$ cat src/rtl/tpu_pkg.sv
// Shared types and address-map constants for the TPU MMIO sequencer.
package tpu_pkg;

    // Sequencer states: optional C-clear pre-pass, multiply pass, one-cycle completion.
    typedef enum logic [1:0] {
        IDLE  = 2'd0,
        CLEAR = 2'd1,
        MUL   = 2'd2,
        DONE  = 2'd3
    } state_t;

    // Region selectors, taken from the word address above bit 7.
    localparam logic [7:0] REGION_A   = 8'h01;
    localparam logic [7:0] REGION_B   = 8'h02;
    localparam logic [7:0] REGION_C   = 8'h03;
    localparam logic [7:0] REGION_CTL = 8'h04;

    // Offsets of the control registers inside the control region.
    localparam logic [7:0] OFF_CMD    = 8'h00;
    localparam logic [7:0] OFF_STATUS = 8'h01;

    // CMD write bits.
    localparam int CMD_START = 0;
    localparam int CMD_CLEAR = 1;

    // STATUS read bits.
    localparam int ST_BUSY = 0;
    localparam int ST_DONE = 1;
    localparam int ST_ERR  = 2;

endpackage

$ cat src/rtl/tpu_crow_stager.sv
// Packs host words into a full C row for writes and picks one word out of a C row for reads.
// Words below the top one are held in staging; writing the top word commits the row.
module tpu_crow_stager #(
    parameter int DATAW = 64,
    parameter int WPC   = 2,
    parameter int WLW   = 1
) (
    input  logic                 clk,
    input  logic                 rst,
    input  logic                 wr_i,
    input  logic [WLW-1:0]       word_i,
    input  logic [DATAW-1:0]     data_i,
    input  logic [WPC*DATAW-1:0] row_data_i,
    output logic                 commit_o,
    output logic [WPC*DATAW-1:0] cin_o,
    output logic [DATAW-1:0]     rd_word_o
);

    // Only the low WPC-1 words ever need storage; the top word comes straight from the bus.
    localparam int SW = (WPC > 1) ? WPC - 1 : 1;

    logic [SW-1:0][DATAW-1:0] stage_q;

    // Latch each non-final word into its own slot, so out-of-order writes land correctly.
    always_ff @(posedge clk or posedge rst) begin
        if (rst) begin
            stage_q <= '0;
        end else begin
            for (int w = 0; w < WPC - 1; w++) begin
                if (wr_i && (word_i == WLW'(w))) begin
                    stage_q[w] <= data_i;
                end
            end
        end
    end

    assign commit_o = wr_i && (word_i == WLW'(WPC - 1));

    genvar gi;
    generate
        for (gi = 0; gi < WPC; gi++) begin : g_pack
            if (gi == WPC - 1) begin : g_top
                assign cin_o[gi*DATAW +: DATAW] = data_i;
            end else begin : g_low
                assign cin_o[gi*DATAW +: DATAW] = stage_q[gi];
            end
        end
    endgenerate

    assign rd_word_o = row_data_i[int'(word_i)*DATAW +: DATAW];

endmodule

$ cat src/rtl/tpu_mmio_seq.sv
// Host-facing MMIO decoder and multiply sequencer for the TPU.
// Translates word accesses into memA/memB/systolic-array strobes and runs clear/multiply passes.
module tpu_mmio_seq
    import tpu_pkg::*;
#(
    parameter int BITS_AB = 8,
    parameter int BITS_C  = 16,
    parameter int DIM     = 8,
    parameter int ADDRW   = 16,
    parameter int DATAW   = 64
) (
    input  logic                    clk,
    input  logic                    rst,
    input  logic                    req,
    input  logic                    r_w,
    input  logic [ADDRW-1:0]        addr,
    input  logic [DATAW-1:0]        dataIn,
    output logic [DATAW-1:0]        dataOut,
    output logic                    rsp_valid,
    output logic                    busy,
    output logic                    a_en,
    output logic                    a_wr_en,
    output logic [$clog2(DIM)-1:0]  a_row,
    output logic [DIM*BITS_AB-1:0]  a_in,
    output logic                    b_en,
    output logic [DIM*BITS_AB-1:0]  b_in,
    output logic                    sa_en,
    output logic                    sa_wr_en,
    output logic [$clog2(DIM)-1:0]  sa_crow,
    output logic [DIM*BITS_C-1:0]   sa_cin,
    input  logic [DIM*BITS_C-1:0]   sa_cout
);

    localparam int WPC = DIM * BITS_C / DATAW;
    localparam int RW  = $clog2(DIM);
    localparam int WB  = (WPC > 1) ? $clog2(WPC) : 0;
    localparam int WLW = (WPC > 1) ? WB : 1;
    localparam int CW  = $clog2(3 * DIM);

    localparam logic [CW-1:0] CLR_LAST = CW'(DIM - 1);
    localparam logic [CW-1:0] MUL_LAST = CW'(3 * DIM - 3);
    localparam logic [CW-1:0] ROW_LAST = CW'(DIM - 1);

    state_t            state_q, state_d;
    logic [CW-1:0]     cnt_q, cnt_d;
    logic              done_q, done_d;
    logic              err_q, err_d;
    logic [DATAW-1:0]  rd_data_q, rd_data_d;
    logic              rsp_valid_q;

    // ---------------- address decode ----------------
    logic [ADDRW-9:0]  region;
    logic              host_ok, wr, rd;
    logic              hit_a, hit_b, hit_c, hit_cmd, hit_status;
    logic              busy_w, acc_a, acc_b, acc_c, start, viol, status_rd;
    logic [RW-1:0]     c_row;
    logic [WLW-1:0]    c_word;

    // Requests are masked while reset is held so the strobes stay low during reset.
    assign host_ok    = req && !rst;
    assign wr         = host_ok && r_w;
    assign rd         = host_ok && !r_w;
    assign region     = addr[ADDRW-1:8];
    assign hit_a      = (region == (ADDRW-8)'(REGION_A));
    assign hit_b      = (region == (ADDRW-8)'(REGION_B));
    assign hit_c      = (region == (ADDRW-8)'(REGION_C));
    assign hit_cmd    = (region == (ADDRW-8)'(REGION_CTL)) && (addr[7:0] == OFF_CMD);
    assign hit_status = (region == (ADDRW-8)'(REGION_CTL)) && (addr[7:0] == OFF_STATUS);

    assign busy_w     = (state_q != IDLE);
    assign acc_a      = wr && hit_a && !busy_w;
    assign acc_b      = wr && hit_b && !busy_w;
    assign acc_c      = wr && hit_c && !busy_w;
    assign start      = wr && hit_cmd && dataIn[CMD_START] && !busy_w;
    assign viol       = wr && busy_w && (hit_a || hit_b || hit_c || (hit_cmd && dataIn[CMD_START]));
    assign status_rd  = rd && hit_status;

    assign c_row = addr[RW+WB-1:WB];

    generate
        if (WPC > 1) begin : g_word
            assign c_word = addr[WLW-1:0];
        end else begin : g_noword
            assign c_word = '0;
        end
    endgenerate

    logic              c_commit;
    logic [DIM*BITS_C-1:0] c_pack;
    logic [DATAW-1:0]  c_rd_word;

    tpu_crow_stager #(
        .DATAW (DATAW),
        .WPC   (WPC),
        .WLW   (WLW)
    ) u_stager (
        .clk        (clk),
        .rst        (rst),
        .wr_i       (acc_c),
        .word_i     (c_word),
        .data_i     (dataIn),
        .row_data_i (sa_cout),
        .commit_o   (c_commit),
        .cin_o      (c_pack),
        .rd_word_o  (c_rd_word)
    );

    // FSM state, cycle counter, sticky status and registered read response.
    always_ff @(posedge clk or posedge rst) begin
        if (rst) begin
            state_q     <= IDLE;
            cnt_q       <= '0;
            done_q      <= 1'b0;
            err_q       <= 1'b0;
            rd_data_q   <= '0;
            rsp_valid_q <= 1'b0;
        end else begin
            state_q     <= state_d;
            cnt_q       <= cnt_d;
            done_q      <= done_d;
            err_q       <= err_d;
            rd_data_q   <= rd_data_d;
            rsp_valid_q <= rd;
        end
    end

    // Next state plus the memA/memB/array strobes for the current state.
    always_comb begin
        state_d  = state_q;
        cnt_d    = cnt_q;
        a_en     = 1'b0;
        a_wr_en  = 1'b0;
        a_row    = '0;
        a_in     = '0;
        b_en     = 1'b0;
        b_in     = '0;
        sa_en    = 1'b0;
        sa_wr_en = 1'b0;
        sa_crow  = '0;
        sa_cin   = '0;
        unique case (state_q)
            IDLE: begin
                if (acc_a) begin
                    a_en    = 1'b1;
                    a_wr_en = 1'b1;
                    a_row   = addr[RW-1:0];
                    a_in    = dataIn;
                end
                if (acc_b) begin
                    b_en = 1'b1;
                    b_in = dataIn;
                end
                if (host_ok && hit_c) begin
                    sa_crow = c_row;
                end
                if (c_commit) begin
                    sa_wr_en = 1'b1;
                    sa_cin   = c_pack;
                end
                if (start) begin
                    state_d = dataIn[CMD_CLEAR] ? CLEAR : MUL;
                    cnt_d   = '0;
                end
            end
            CLEAR: begin
                sa_wr_en = 1'b1;
                sa_crow  = cnt_q[RW-1:0];
                if (cnt_q == CLR_LAST) begin
                    state_d = MUL;
                    cnt_d   = '0;
                end else begin
                    cnt_d = cnt_q + 1'b1;
                end
            end
            MUL: begin
                a_en  = 1'b1;
                b_en  = 1'b1;
                sa_en = 1'b1;
                // A rows stream once, then the last row is held while the array drains.
                a_row = (cnt_q > ROW_LAST) ? RW'(DIM - 1) : cnt_q[RW-1:0];
                if (cnt_q == MUL_LAST) begin
                    state_d = DONE;
                    cnt_d   = '0;
                end else begin
                    cnt_d = cnt_q + 1'b1;
                end
            end
            DONE: begin
                state_d = IDLE;
            end
            default: begin
                state_d = IDLE;
            end
        endcase
    end

    // Sticky done/err: cleared by a STATUS read or accepted start; a same-cycle set wins.
    always_comb begin
        done_d = done_q;
        err_d  = err_q;
        if (status_rd || start) begin
            done_d = 1'b0;
            err_d  = 1'b0;
        end
        if (state_q == DONE) begin
            done_d = 1'b1;
        end
        if (viol) begin
            err_d = 1'b1;
        end
    end

    // Read mux; C is hidden while busy and CMD is write-only so it reads as zero.
    always_comb begin
        rd_data_d = '0;
        if (rd) begin
            if (hit_c && !busy_w) begin
                rd_data_d = c_rd_word;
            end else if (hit_status) begin
                rd_data_d[ST_BUSY] = busy_w;
                rd_data_d[ST_DONE] = done_q;
                rd_data_d[ST_ERR]  = err_q;
            end
        end
    end

    assign busy      = busy_w;
    assign dataOut   = rd_data_q;
    assign rsp_valid = rsp_valid_q;

endmodule

$ cat config.mk
export PLATFORM = sky130hd
export DESIGN_NAME = tpu_mmio_seq
export DESIGN_NICKNAME = d
export VERILOG_FILES = /design/src/rtl/tpu_pkg.sv /design/src/rtl/tpu_crow_stager.sv /design/src/rtl/tpu_mmio_seq.sv
export SDC_FILE = /design/constraint.sdc
export NUM_CORES = 1
export LEC_CHECK = 0
export ABC_AREA = 1
export CAP_MARGIN = 40
export CORE_AREA = 10 10 202 204
export DETAILED_ROUTE_END_ITERATION = 8
export DIE_AREA = 0 0 212 214
export PLACE_DENSITY = 0.58
export SLEW_MARGIN = 20
export SYNTH_ARGS = -nofsm -noshare
export SYNTH_HDL_FRONTEND = slang
export SYNTH_SLANG_ARGS = --single-unit
$ cat constraint.sdc
create_clock -name clk -period 8.6 [get_ports clk]
set_input_delay 1.72 -clock clk [delete_from_list [all_inputs] [get_ports clk]]
set_output_delay 1.72 -clock clk [all_outputs]
set_load 0.02 [all_outputs]
# ---- After elaboration in Yosys (flattened, before gate mapping)
# Cells that the tools add are included.
dict set report word_totals {
  output_inout_bits 333
  reg_bits 138
  input_bits 212
}
dict set report classes {
  n_reduce_logical 37
  add_sub_neg 1
  magnitude_cmp 1
  bitwise 1
  muxes 35
  shift 1
  eq_ne 13
}
# op count
set op_table {}
lappend op_table {{$mux W64} 5}
lappend op_table {{$mux W128} 2}
lappend op_table {{$shiftx A128 B8 Y64} 1}
lappend op_table {{$mux W61} 1}
lappend op_table {{$logic_and A1 B1 Y1} 22}
lappend op_table {{$eq A8 B1 Y1 const B} 2}
lappend op_table {{$eq A8 B2 Y1 const B} 2}
lappend op_table {{$mux W3} 5}
lappend op_table {{$mux W5} 3}
lappend op_table {{$pmux W5 S3} 1}
lappend op_table {{$pmux W3 S2} 2}
lappend op_table {{$eq A8 B3 Y1 const B} 1}
lappend op_table {{$logic_not A8 Y1} 1}
lappend op_table {{$mux W1} 8}
lappend op_table {{$mux W2} 4}
lappend op_table {{$pmux W2 S4} 1}
lappend op_table {{$ne A2 B2 Y1 const B} 3}
lappend op_table {{$pmux W1 S2} 3}
lappend op_table {{$reduce_bool A2 Y1} 3}
lappend op_table {{$add A5 B1 Y5 const B} 1}
lappend op_table {{$eq A5 B3 Y1 const B} 1}
lappend op_table {{$eq A5 B5 Y1 const B} 1}
lappend op_table {{$gt A5 B3 Y1 const B} 1}
lappend op_table {{$eq A2 B2 Y1 const B} 2}
lappend op_table {{other kinds (8)} 13}

# ---- Logic depth before layout (Yosys ltp)
dict set report depth {
  word_depth 9
  ltp_mapped 11
  depth_no_buf 11
}

# ---- Modules after synthesis
# Synthesis repeated with hierarchy kept, for this count alone.
dict set report hier_totals {
  hier_cells 1386
  area_unflattened_um2 9256.4
}
# module instances cells_each area_each_um2
set modules_own_cells {}
lappend modules_own_cells {tpu_mmio_seq 1 835 5452.7}
lappend modules_own_cells {tpu_crow_stager 1 551 3803.6}

# ---- Worst setup path after synthesis
# OpenSTA, ideal clock, no wires.
dict set report synth_timing {
  path_type {in2out}
  start {input port rst}
  end {output port a_in[54]}
  arrival_time_ns 6.218
  t_required_ns 6.880
  path_stages 9
  path_buffers 2
  path_slack_ns 0.662
  cell_sequence {inv_1 -> nand3_1 -> nor2_1 -> inv_2 -> nor2_4 -> inv_2 -> buf_2 -> buf_2 -> nor2_1}
}
dict set report synth_between {
  elab_chain_len 7
}
# item line
set synth_rtl {}
lappend synth_rtl {{from (decl)} tpu_mmio_seq.sv:13} ;# input logic rst,
lappend synth_rtl {{$logic_not A1 Y1 (no line)} n/a}
lappend synth_rtl {{$logic_and A1 B1 Y1} tpu_mmio_seq.sv:60} ;# assign host_ok = req && !rst;
lappend synth_rtl {{$logic_and A1 B1 Y1} tpu_mmio_seq.sv:61} ;# assign wr = host_ok && r_w;
lappend synth_rtl {{$logic_and A1 B1 Y1 (2 in series)} tpu_mmio_seq.sv:71} ;# assign acc_a = wr && hit_a && !busy_w;
lappend synth_rtl {{$mux W64} tpu_mmio_seq.sv:143} ;# if (acc_a) begin
lappend synth_rtl {{$mux W64} tpu_mmio_seq.sv:141} ;# unique case (state_q)
lappend synth_rtl {{to (decl)} tpu_mmio_seq.sv:24} ;# output logic [DIM*BITS_AB-1:0] a_in,
# Every way passes these cells.

# ---- Worst setup path after layout
dict set report layout_timing {
  start {input port rst}
  end {output port a_in[58]}
}
# Same word-level chain as after synthesis.

==> impl_metrics.csv <==
group,metric,value,unit
status,outcome,"finished, final reports clean",
synthesis,yosysWarnings,0,
synthesis,yosysSeqAreaShare,45.0,%
placed_design,post-dp-hpwl,30600,um
timing,fin_setup_tns,0,ps
global_routing,grt_overflow_total,0,
clock_tree,clkSinkCount,138,
critical_path,crit_type,"in -> out",
timing,slew_headroom,47.0,%
die,die_w,212,um
clock_tree,cts_tree,"done",
routing,num_vias,8743,
worst_hold_path,hp-start,"err_q",
routing,firstDrtPassIters,4,
timing,fin_ws,2150,ps
synthesis,synthMuxAreaShare,0.147,%
clock_tree,htreeDepth,4,
placed_design,io_buffers,544,
critical_path,r2r-end,"u_stager.stage_q[34]",
clock_tree,cts_setup_buffers,0,
finish,utilization,37.9,%
clock_tree,clk-insertion-delay-late,420,ps
finish,drive_above_1_share,3.45,%
critical_path,rrSetupSlack,5980,ps
synthesis,synthArstFlopShare,100,%
placed_design,routabilityCongestion,0.853,
placed_design,pre_cts_ws,2070,ps
global_routing,grt_max_degree,96,
clock_tree,clk_pin_slew,60,ps
routing,routed_wl,37500,um
critical_path,cp_data_arrival_time,4730,ps
timing,period_minus_slack,6450,ps
critical_path,reg2reg_depth,8,
global_routing,grt_usage,16.0,%
routing,wl_per_cell,17.6,um
critical_path,crit_path_max_fanout,51,
pwr,leakage,6.56,nW
synthesis,syn_nets,1349,
timing,tightestPinTransition,795,ps
synthesis,synth-simple-area-share,28.7,%
timing,fin_crit_sh,75.0,%
worst_hold_path,holdPathStages,2,
critical_path,end_kind,"output port",
die,dieArea,0.0454,sq mm
finish,fin_area,0.0140,sq mm
critical_path,r2r-start,"state_q[1]",
global_routing,grt_pass1_wl,55500,um
synthesis,synth_edf_count,0,
clock_tree,post_cts_resized,0,
timing,finalHoldViolations,0,
finish,area_growth,83.1,%
pwr,power.total,1.77,mW
timing,fmax,155,MHz
worst_hold_path,worstHoldEndpoint,"err_q",
synthesis,post_synth.cell_area_avg,6.78,sq um
synthesis,synth_cells,1131,
finish,layout.nets,1859,
critical_path,cp_slowest_stage_delay,650,ps
die,fp.dieH,214,um
timing,hold_ws,524,ps
placed_design,place_area,0.0134,sq mm
synthesis,ys_ff_latch,138,
routing,drt_iter0_markers,507,
synthesis,synth_top_family_by_area,"simple AND/OR/NAND/NOR gates",
synthesis,synth_xor_area_share,0,%
critical_path,crit_required,6880,ps
critical_path,worst_setup_path_start_kind,"primary input",
routing,vias_per_cell,4.11,
synthesis,synthAdderAreaFrac,0.979,%
job,max-cap-violations,0,
synthesis,synth_compound_area_share,9.31,%
timing,rsz0062_at_grt,"no",
finish,fin_cells,2129,
timing,clock_skew,9.03,ps
clock_tree,cts-root-buf,"clkbuf_16",
timing,setup-violations-final,0,
critical_path,critical_path.cell_chain,"clkdlybuf4s50_1 -> inv_6 -> nand3_1 -> nor2_1 -> inv_2 -> nor2_4 -> inv_2 -> buf_4 -> nor2_1 -> clkdlybuf4s50_1",
die,core-area,0.0370,sq mm
global_routing,grt_pass1_vias,8974,
worst_hold_path,hold_class,"reg -> reg",
die,fp-row-count,71,
die,pin_count,545,
finish,n_fill_cell,3902,
placed_design,dp.cells,2096,
critical_path,cp_slowest_cell,"clkdlybuf4s50_1",
clock_tree,clock_path_buffers,2,
synthesis,ys_types,24,
pwr,max-vdd-ir-drop,0.113,mV
routing,drc,0,
clock_tree,cts_buffers,17,
timing,final_max_slew_viol_count,0,
routing,ant_nets,0,
synthesis,syn_area,0.00767,sq mm
clock_tree,hold_buffers,0,
pwr,p_per_area,126,mW/mm^2
die,start_util,20.7,%
global_routing,grt_antenna_before_repair,2,
synthesis,ys.flop_type,"dfrtp_1",
==> critical path, delay by kind of cell <==
kind	cells	cell delay, ps
buffers and inverters	6	2100
and+or+nand+nor	4	860
==> Yosys cell counts, types with 2 or more instances <==
cell type  instances  area share, %
nor2_4             2           0.29
ha_1               6           0.98
buf_2             22            1.4
buf_6             17            2.5
nand2_1          244             12
a21oi_1           66            4.3
o21ai_0           74            4.8
inv_2              3           0.15
dfrtp_1          138             45
inv_1            215             11
nand3_1           26            1.7
nand4_1            4           0.33
clkbuf_1          22            1.1
nor2_1           282             14
==> registers in the layout (all words and copies together), names as in the netlist <==
| signal | cells |
|---|---|
| cnt_q | 5 |
| err_q | 1 |
| state_q | 2 |
| rsp_valid | 1 |
| dataOut | 64 |
| u_stager.stage_q | 64 |
| done_q | 1 |
==> how the worst max path moves through the flow <==
| stage | start | to | slack (ps) | depth (start not counted) |
|---|---|---|---|---|
| floorplan | rst | a_in[54] | 660 | 9 |
| global placement | rst | sa_cin[51] | 1800 | 8 |
| detailed placement | rst | a_in[60] | 2070 | 10 |
| CTS | rst | a_in[60] | 2060 | 10 |
| global route | rst | a_in[33] | 1830 | 10 |
| finish | rst | a_in[58] | 2150 | 10 |
==> power by group <==
part           internal [mW]  switching [mW]
Sequential             0.659          0.0106
Clock                  0.442           0.313
Combinational          0.152           0.190
Total                   1.25           0.514
==> placed cells by master, fill, tap and decap left out, types with 2 or more instances in the layout <==
cell / instances
clkdlybuf4s50_1: 543
nor2_1: 282
nand2_1: 243
inv_1: 213
dfrtp_1: 138
o21ai_0: 74
a21oi_1: 66
nand3_1: 25
clkbuf_16: 17
buf_4: 8
inv_6: 6
ha_1: 6
inv_2: 4
nand4_1: 4
clkinv_4: 3
nand3_4: 2
nor2_4: 2
bufinv_16: 2
clkinv_2: 2
==> layout make-up <==
class	count	area, sq um	area share [%]
sequential	138	3450	24.6
antenna	1	2.50	0.0178
tap	474	593	4.22
clock inverter	14	159	1.13
inverter	218	823	5.86
clock buffer	18	439	3.13
timing repair buffer	554	5550	39.5
multi-input combinational	712	3030	21.5
==> routing by layer <==
layer / global-route usage, % / wire, um / vias up
met3: 7.73 / 4360 / 19
met2: 28.6 / 18800 / 378
li1: - / - / 4343
met1: 16.4 / 13900 / 3999
met5: 0 / 20 / -
met4: 3.50 / 475 / 4
==> cell families after synthesis <==
logic type	Yosys count
AOI/OAI and AO/OA	142
adders and majority gates	6
buffers and inverters	281
DFF	138
muxes	1
and+or+nand+nor	563
No activity file was read; power rests on OpenSTA's default activity.
